<file path="config.mk">
export PLATFORM = sky130hd
export DESIGN_NAME = egress_drain_counter
export DESIGN_NICKNAME = d
export VERILOG_FILES = /design/src/rtl/egress_pkg.sv /design/src/rtl/rr_arbiter_4.sv /design/src/rtl/egress_drain_counter.sv
export SDC_FILE = /design/constraint.sdc
export NUM_CORES = 1
export LEC_CHECK = 0
export BUFFER_PORTS_ARGS = -buffer_cell sky130_fd_sc_hd__buf_4
export CAP_MARGIN = 30
export CELL_PAD_IN_SITES_DETAIL_PLACEMENT = 0
export CELL_PAD_IN_SITES_GLOBAL_PLACEMENT = 1
export CORE_ASPECT_RATIO = 1.4
export CORE_UTILIZATION = 47
export CTS_BUF_LIST = sky130_fd_sc_hd__clkbuf_16
export DETAILED_ROUTE_END_ITERATION = 12
export GPL_TIMING_DRIVEN = 0
export HOLD_SLACK_MARGIN = 0.15
export PLACE_DENSITY_LB_ADDON = 0.3
export SYNTH_ARGS = -nofsm -noshare
export SYNTH_HDL_FRONTEND = slang
export SYNTH_SLANG_ARGS = --single-unit
</file>
<file path="constraint.sdc">
create_clock -name clk -period 5.6 [get_ports clk]
set_input_delay 1.68 -clock clk [delete_from_list [all_inputs] [get_ports clk]]
set_output_delay 1.68 -clock clk [all_outputs]
set_load 0.05 [all_outputs]
</file>
<file path="src/rtl/egress_pkg.sv">
// ============================================================================
//  Package     : egress_pkg
//  Description : Shared widths, channel-index type and helpers for the egress
//                drain counter and its round-robin arbiter.
//  Revision    : 1.0 - initial release
// ============================================================================
`default_nettype none

package egress_pkg;

  localparam int DATA_W = 10;
  localparam int TAG_W  = 2;
  localparam int NUM_CH = 4;
  localparam int CNT_W  = 5;

  // Saturation value of the per-channel transfer counters.
  localparam logic [CNT_W-1:0] CNT_MAX = '1;

  // Channel index: 0..3 maps to FIFO 4..7.
  typedef logic [1:0] ch_idx_t;

  // Convert a one-hot channel vector into its index (0 when no bit is set).
  function automatic ch_idx_t onehot_to_idx(input logic [NUM_CH-1:0] oh);
    ch_idx_t r;
    r = '0;
    for (int i = 0; i < NUM_CH; i++) begin
      if (oh[i]) r = ch_idx_t'(i);
    end
    return r;
  endfunction

endpackage

`default_nettype wire

</file>
<file path="src/rtl/rr_arbiter_4.sv">
// ============================================================================
//  Module      : rr_arbiter_4
//  Description : Four-way round-robin arbiter. Priority starts at the channel
//                after the last one granted; the pointer only moves when the
//                caller actually takes the grant.
//  Revision    : 1.0 - initial release
// ============================================================================
`default_nettype none

module rr_arbiter_4
  import egress_pkg::*;
(
  input  logic              clk,
  input  logic              reset,
  input  logic [NUM_CH-1:0] req,
  input  logic              advance,
  output logic [NUM_CH-1:0] grant
);

  // Pointer resets to the last channel so the first grant goes to channel 0.
  localparam ch_idx_t LAST_RESET = 2'd3;

  ch_idx_t last;
  ch_idx_t cand;
  logic    found;

  // Scan the four channels starting just after the last grant.
  always_comb begin
    grant = '0;
    found = 1'b0;
    cand  = '0;
    for (int i = 1; i <= NUM_CH; i++) begin
      cand = last + ch_idx_t'(i);
      if (!found && req[cand]) begin
        grant[cand] = 1'b1;
        found       = 1'b1;
      end
    end
  end

  // Remember the granted channel once the grant is consumed.
  always_ff @(posedge clk) begin
    if (reset) begin
      last <= LAST_RESET;
    end else if (advance && (grant != '0)) begin
      last <= onehot_to_idx(grant);
    end
  end

endmodule

`default_nettype wire

</file>
<file path="src/rtl/egress_drain_counter.sv">
// ============================================================================
//  Module      : egress_drain_counter
//  Description : Drains four output FIFOs (4..7) round-robin into a 2-entry
//                output buffer, counts transfers per channel with saturation,
//                serves counter reads, and flags destination-tag mismatches.
//                Optional build macro EGRESS_CLEAR_ON_READ_EN makes a counter
//                read clear the counter it returned.
//  Revision    : 1.0 - initial release
// ============================================================================
`default_nettype none

module egress_drain_counter
  import egress_pkg::*;
(
  input  logic              clk,
  input  logic              reset,
  input  logic [DATA_W-1:0] fifo4_out,
  input  logic [DATA_W-1:0] fifo5_out,
  input  logic [DATA_W-1:0] fifo6_out,
  input  logic [DATA_W-1:0] fifo7_out,
  input  logic              empty4,
  input  logic              empty5,
  input  logic              empty6,
  input  logic              empty7,
  output logic              pop4,
  output logic              pop5,
  output logic              pop6,
  output logic              pop7,
  input  logic              out_ready,
  output logic [DATA_W-1:0] data_out,
  output logic [TAG_W-1:0]  chan_out,
  output logic              valid_out,
  input  logic              req,
  input  ch_idx_t           idx,
  output logic [CNT_W-1:0]  counter_out,
  output logic              counter_valid,
  output logic              err_dest
);

  logic [DATA_W-1:0] fifo_data [NUM_CH];
  logic [NUM_CH-1:0] empty_vec;
  logic [NUM_CH-1:0] pop_q;
  logic [NUM_CH-1:0] arb_req;
  logic [NUM_CH-1:0] grant;
  logic [2:0]        pending;
  logic              can_pop;

  logic              cap_valid;
  ch_idx_t           cap_ch;
  logic [DATA_W-1:0] cap_data;

  logic [DATA_W-1:0] buf_data [2];
  ch_idx_t           buf_ch   [2];
  logic              wr_ptr;
  logic              rd_ptr;
  logic [1:0]        occ;
  logic              xfer;

  logic [CNT_W-1:0]  count [NUM_CH];
  logic [NUM_CH-1:0] inc_vec;
  logic [NUM_CH-1:0] clr_vec;

  assign fifo_data[0] = fifo4_out;
  assign fifo_data[1] = fifo5_out;
  assign fifo_data[2] = fifo6_out;
  assign fifo_data[3] = fifo7_out;
  assign empty_vec    = {empty7, empty6, empty5, empty4};

  assign pop4 = pop_q[0];
  assign pop5 = pop_q[1];
  assign pop6 = pop_q[2];
  assign pop7 = pop_q[3];

  // Words already owned: buffered, popped this cycle, or arriving this cycle.
  // Staying below 2 guarantees a slot for every word that was popped.
  assign pending = {1'b0, occ} + {2'b00, |pop_q} + {2'b00, cap_valid};
  assign can_pop = (pending < 3'd2);

  // The FIFO being popped this cycle may go empty after the edge, so it is
  // never eligible for the very next pop.
  assign arb_req = ~empty_vec & ~pop_q;

  rr_arbiter_4 u_arb (
    .clk     (clk),
    .reset   (reset),
    .req     (arb_req),
    .advance (can_pop),
    .grant   (grant)
  );

  // Registered pop strobes: at most one, and only when a buffer slot is free.
  always_ff @(posedge clk) begin
    if (reset) begin
      pop_q <= '0;
    end else begin
      pop_q <= can_pop ? grant : '0;
    end
  end

  // Read data arrives the cycle after a pop; remember which channel it is.
  always_ff @(posedge clk) begin
    if (reset) begin
      cap_valid <= 1'b0;
      cap_ch    <= '0;
    end else begin
      cap_valid <= |pop_q;
      cap_ch    <= onehot_to_idx(pop_q);
    end
  end

  assign cap_data = fifo_data[cap_ch];

  assign valid_out = (occ != 2'd0);
  assign data_out  = buf_data[rd_ptr];
  assign chan_out  = buf_ch[rd_ptr];
  assign xfer      = valid_out && out_ready;

  // Two-entry output buffer; capture and transfer may happen together.
  always_ff @(posedge clk) begin
    if (reset) begin
      for (int i = 0; i < 2; i++) begin
        buf_data[i] <= '0;
        buf_ch[i]   <= '0;
      end
      wr_ptr <= 1'b0;
      rd_ptr <= 1'b0;
      occ    <= 2'd0;
    end else begin
      if (cap_valid) begin
        buf_data[wr_ptr] <= cap_data;
        buf_ch[wr_ptr]   <= cap_ch;
        wr_ptr           <= ~wr_ptr;
      end
      if (xfer) begin
        rd_ptr <= ~rd_ptr;
      end
      case ({cap_valid, xfer})
        2'b10:   occ <= occ + 2'd1;
        2'b01:   occ <= occ - 2'd1;
        default: occ <= occ;
      endcase
    end
  end

  // Sticky flag: a captured word's tag does not name its own channel.
  always_ff @(posedge clk) begin
    if (reset) begin
      err_dest <= 1'b0;
    end else if (cap_valid && (cap_data[DATA_W-1 -: TAG_W] != cap_ch)) begin
      err_dest <= 1'b1;
    end
  end

  for (genvar g = 0; g < NUM_CH; g++) begin : g_ch_ctl
    assign inc_vec[g] = xfer && (chan_out == ch_idx_t'(g));
`ifdef EGRESS_CLEAR_ON_READ_EN
    assign clr_vec[g] = req && (idx == ch_idx_t'(g));
`else
    assign clr_vec[g] = 1'b0;
`endif
  end

  // Saturating per-channel transfer counters; a clearing read that meets a
  // same-channel transfer leaves the count at one.
  always_ff @(posedge clk) begin
    if (reset) begin
      for (int i = 0; i < NUM_CH; i++) begin
        count[i] <= '0;
      end
    end else begin
      for (int i = 0; i < NUM_CH; i++) begin
        if (clr_vec[i]) begin
          count[i] <= inc_vec[i] ? CNT_W'(1) : '0;
        end else if (inc_vec[i] && (count[i] != CNT_MAX)) begin
          count[i] <= count[i] + CNT_W'(1);
        end
      end
    end
  end

  // Counter read port: value sampled before this edge's increment.
  always_ff @(posedge clk) begin
    if (reset) begin
      counter_out   <= '0;
      counter_valid <= 1'b0;
    end else begin
      counter_valid <= req;
      if (req) begin
        counter_out <= count[idx];
      end
    end
  end

endmodule

`default_nettype wire

</file>
==> PnR_summary.wiki <==
{| class="wikitable"
! Metric !! Value
|-
| Cts hold-fix bufs || 0
|-
| Leading cell types by total area after synthesis || sky130_fd_sc_hd__edfxtp_1, sky130_fd_sc_hd__dfxtp_1, sky130_fd_sc_hd__mux4_2, sky130_fd_sc_hd__ha_1, sky130_fd_sc_hd__nor2_1
|-
| Share of synthesized area spent on multiplexers || 16.8%
|-
| Insertion delay of the later-clocked pin in the worst-skew pair || 0.33 ns
|-
| Start-to-end type of the worst setup path || reg -> out
|-
| XOR/XNOR share of the synthesized area || 2.95%
|-
| Critical register-to-register path startpoint || u_arb.last[0]$_SDFFE_PP1P_
|-
| Total die area || 7930 sq um
|-
| Netlist area before placement || 3560 sq um
|-
| Area used by multi-input combinational logic || 1750 sq um
|-
| Primary flip-flop cell chosen by synthesis mapping || sky130_fd_sc_hd__edfxtp_1
|-
| Maximum fanout along the worst path || 10
|-
| CP endpoint kind || output port
|-
| CTS Buf Count || 9
|-
| Maximum Capacitance Violations || 0
|-
| Global-route met1 utilization || 26.2%
|-
| Status || complete, no violations
|-
| Commonest cells post-synth || sky130_fd_sc_hd__nor2_1, sky130_fd_sc_hd__edfxtp_1, sky130_fd_sc_hd__dfxtp_1, sky130_fd_sc_hd__ha_1, sky130_fd_sc_hd__mux4_2
|-
| Number of antenna repair diodes || 0
|-
| Peak-usage layer in the global routing report || met2
|-
| Clock sink total || 65
|-
| WL/cell || 15.8 um
|-
| Area delta synth->final || 28.2%
|-
| Peak supply drop || 0.249 mV
|-
| First-pass GRT wire length || 12800 um
|-
| Y dimension of the die || 105 um
|-
| Count of cell types in the netlist || 40
|-
| Maximum clock frequency || 0.285 GHz
|-
| GR met3 Demand/Resource || 5.01%
|-
| Avg Inst Size Synth || 11.8 sq um
|-
| Adder-cell share of the synthesized area || 6.32%
|-
| Number of pins with negative max-slew slack in the final report || 0
|-
| Endpoint arrival time on the critical path || 1.83 ns
|-
| Vias || 2615
|-
| Final wirelength || 7730 um
|-
| H-tree depth || 3
|-
| Placeable core region || 7360 sq um
|-
| Detailed Routing Iterations Pass 1 || 4
|-
| Share of final-layout standard cells stronger than drive strength 1 || 33.0%
|-
| Synth area leader || sky130_fd_sc_hd__edfxtp_1
|-
| Power Total || 2.10 mW
|-
| Unrepaired setup endpoints after global routing || false
|-
| Combined global-route utilization of all metal layers || 21.7%
|-
| Final TNS setup || 0 ns
|-
| Count of flip-flops with a built-in enable after synthesis || 44
|-
| FP Rows || 37
|-
| Pin count of the biggest net entering global routing || 14
|-
| Met2 routing resource usage after global routing || 36.0%
|-
| PnR worst setup slack || 2.09 ns
|-
| Number of nets in the layout || 454
|-
| Clock tree from TritonCTS || yes
|-
| Post-layout minimum cycle time || 3.51 ns
|-
| Count of nets left with antenna violations after detail routing || 0
|-
| Main combinational cell family by area after synthesis || simple AND/OR/NAND/NOR gates
|-
| CTS root buffer || sky130_fd_sc_hd__clkbuf_16
|-
| Initial cell density of the core || 48.4%
|-
| Clock-pin slew on the worst setup and hold paths || 0.06 ns
|-
| YS warnings || 0
|-
| Final setup skew || 0.00751 ns
|-
| CTS resizes || 0
|-
| Final setup violation count || 0
|-
| Total leakage power || 1.92 nW
|-
| Count of endpoints failing hold in the final timing report || 0
|-
| Maximum count of clock buffers along a single path || 2
|-
| PwrDens || 460 nW/um^2
|-
| Fraction of the mapped netlist area in compound gates || 4.67%
|-
| Max-slew headroom || 52.5%
|-
| Via count of the first global-routing pass || 2720
|-
| Synth Area in Simple Gates || 18.4%
|-
| Sequential-to-total area share from yosys stat || 48.9%
|-
| Die Span X || 75.6 um
|-
| Total congestion overflow after global routing || 0
|-
| Top-level I/O count || 74
|-
| Antenna violations before repair || 0
|-
| Post-detail-place hpwl || 5980 um
|-
| Post-Synthesis Cells || 301
|-
| Type of element launching the critical path || flop
|-
| Utilization after layout || 62.0%
|-
| Post-synth ARST share || 0%
|-
| Startpoint of the tightest hold check path || err_dest$_SDFFE_PP0P_
|-
| Placer Congestion || 0.765
|-
| Seq cells post-synth || 65
|-
| Starting DRC count in detailed routing || 236
|-
| Number of input and output port buffers inserted || 72
|-
| Worst Setup Slack post-DPL || 2.09 ns
|-
| Register cell area after layout || 1740 sq um
|-
| Filler Cell Count || 599
|-
| Most common cell in the netlist || sky130_fd_sc_hd__nor2_1
|-
| Post-Synthesis Net Count || 369
|-
| Drc violations || 0
|-
| Number of vias per cell after detailed routing || 5.36
|-
| Period utilization || 62.6%
|-
| HP Class || reg -> reg
|-
| Tightest Pin Transition || 0.707 ns
|-
| Data required time of the critical path || 3.92 ns
|-
| Number of buffers inserted by post-CTS setup repair || 0
|-
| Yosys top cell area share || 37.1%
|}
per-stage QoR:
stage / cell area (sq um) / hold WS, ns / cells
final: 4560 / 0.478 / 488
after global routing: 4560 / 0.509 / 488
after CTS: 4560 / 0.482 / 488
after detailed placement: 4240 / 0.467 / 472
after global placement: 4220 / 0.457 / 470
after floorplan: 3560 / 0.466 / 301
registers in the layout, summed over array words and instances (netlist names), 2 cells and up, named ones only:
signal / cells
buf_ch: 4
buf_data: 20
cap_ch: 2
count: 20
counter_out: 5
occ: 2
pop_q: 4
u_arb.last: 2
path summary, 6_finish.rpt:
check / slack [ns] / to / cells after the start
max reg2reg: 3.08 / u_arb.last[0]$_SDFFE_PP1P_ / 8
min: 0.48 / err_dest$_SDFFE_PP0P_ / 2
min reg2reg: 0.48 / err_dest$_SDFFE_PP0P_ / 2
max: 2.09 / data_out[2] / 3
cells in the final DEF, fill, tap and decap left out, drive strengths merged, types with 5 or more instances in the layout:
cell and n:
mux2 10, a21oi 6, buf 76, and3 15, or2 7, xor2 5, edfxtp 44, mux4 18
nand3 11, nor3 5, mux2i 8, and2 10, o21ai 7, nor2b 11, dfxtp 21, clkbuf 15
nor2 46, inv 13, nand2 15, xnor2 7, ha 18
worst max-delay path, cell delays in order, from the launching register on:
cell and delay (ns):
sky130_fd_sc_hd__dfxtp_1 0.38, sky130_fd_sc_hd__buf_1 0.51, sky130_fd_sc_hd__mux2_2 0.42, sky130_fd_sc_hd__buf_4 0.19
layer usage:
| metal | up-vias | routed length (um) |
|---|---|---|
| li1 | 1275 | - |
| met1 | 1262 | 3230 |
| met2 | 64 | 4030 |
| met3 | 14 | 318 |
| met4 | 0 | 153 |
| met5 | - | 0 |
cell families after synthesis:
kind of cell / count (synthesis)
flops: 65
buf+inv: 18
fa+ha+maj: 18
xor+xnor: 12
simple gates: 128
compound gates: 24
mux: 36
report_power, final:
group	leakage (nW)	switching [mW]	total, mW	internal [mW]
clock network	0.161	0.214	0.608	0.394
logic	1.13	0.477	0.827	0.350
registers	0.630	0.0702	0.666	0.596
layout make-up:
class,count,share of cell area (%)
clock buffers,9,4.93
repair buffers,74,12.2
clock inverters,7,2.19
well taps,97,2.66
multi-input cells,218,38.3
flip-flops and latches,65,38.2
inverters,10,0.822
plain buffers,8,0.685
No activity file was read; power rests on OpenSTA's default activity.
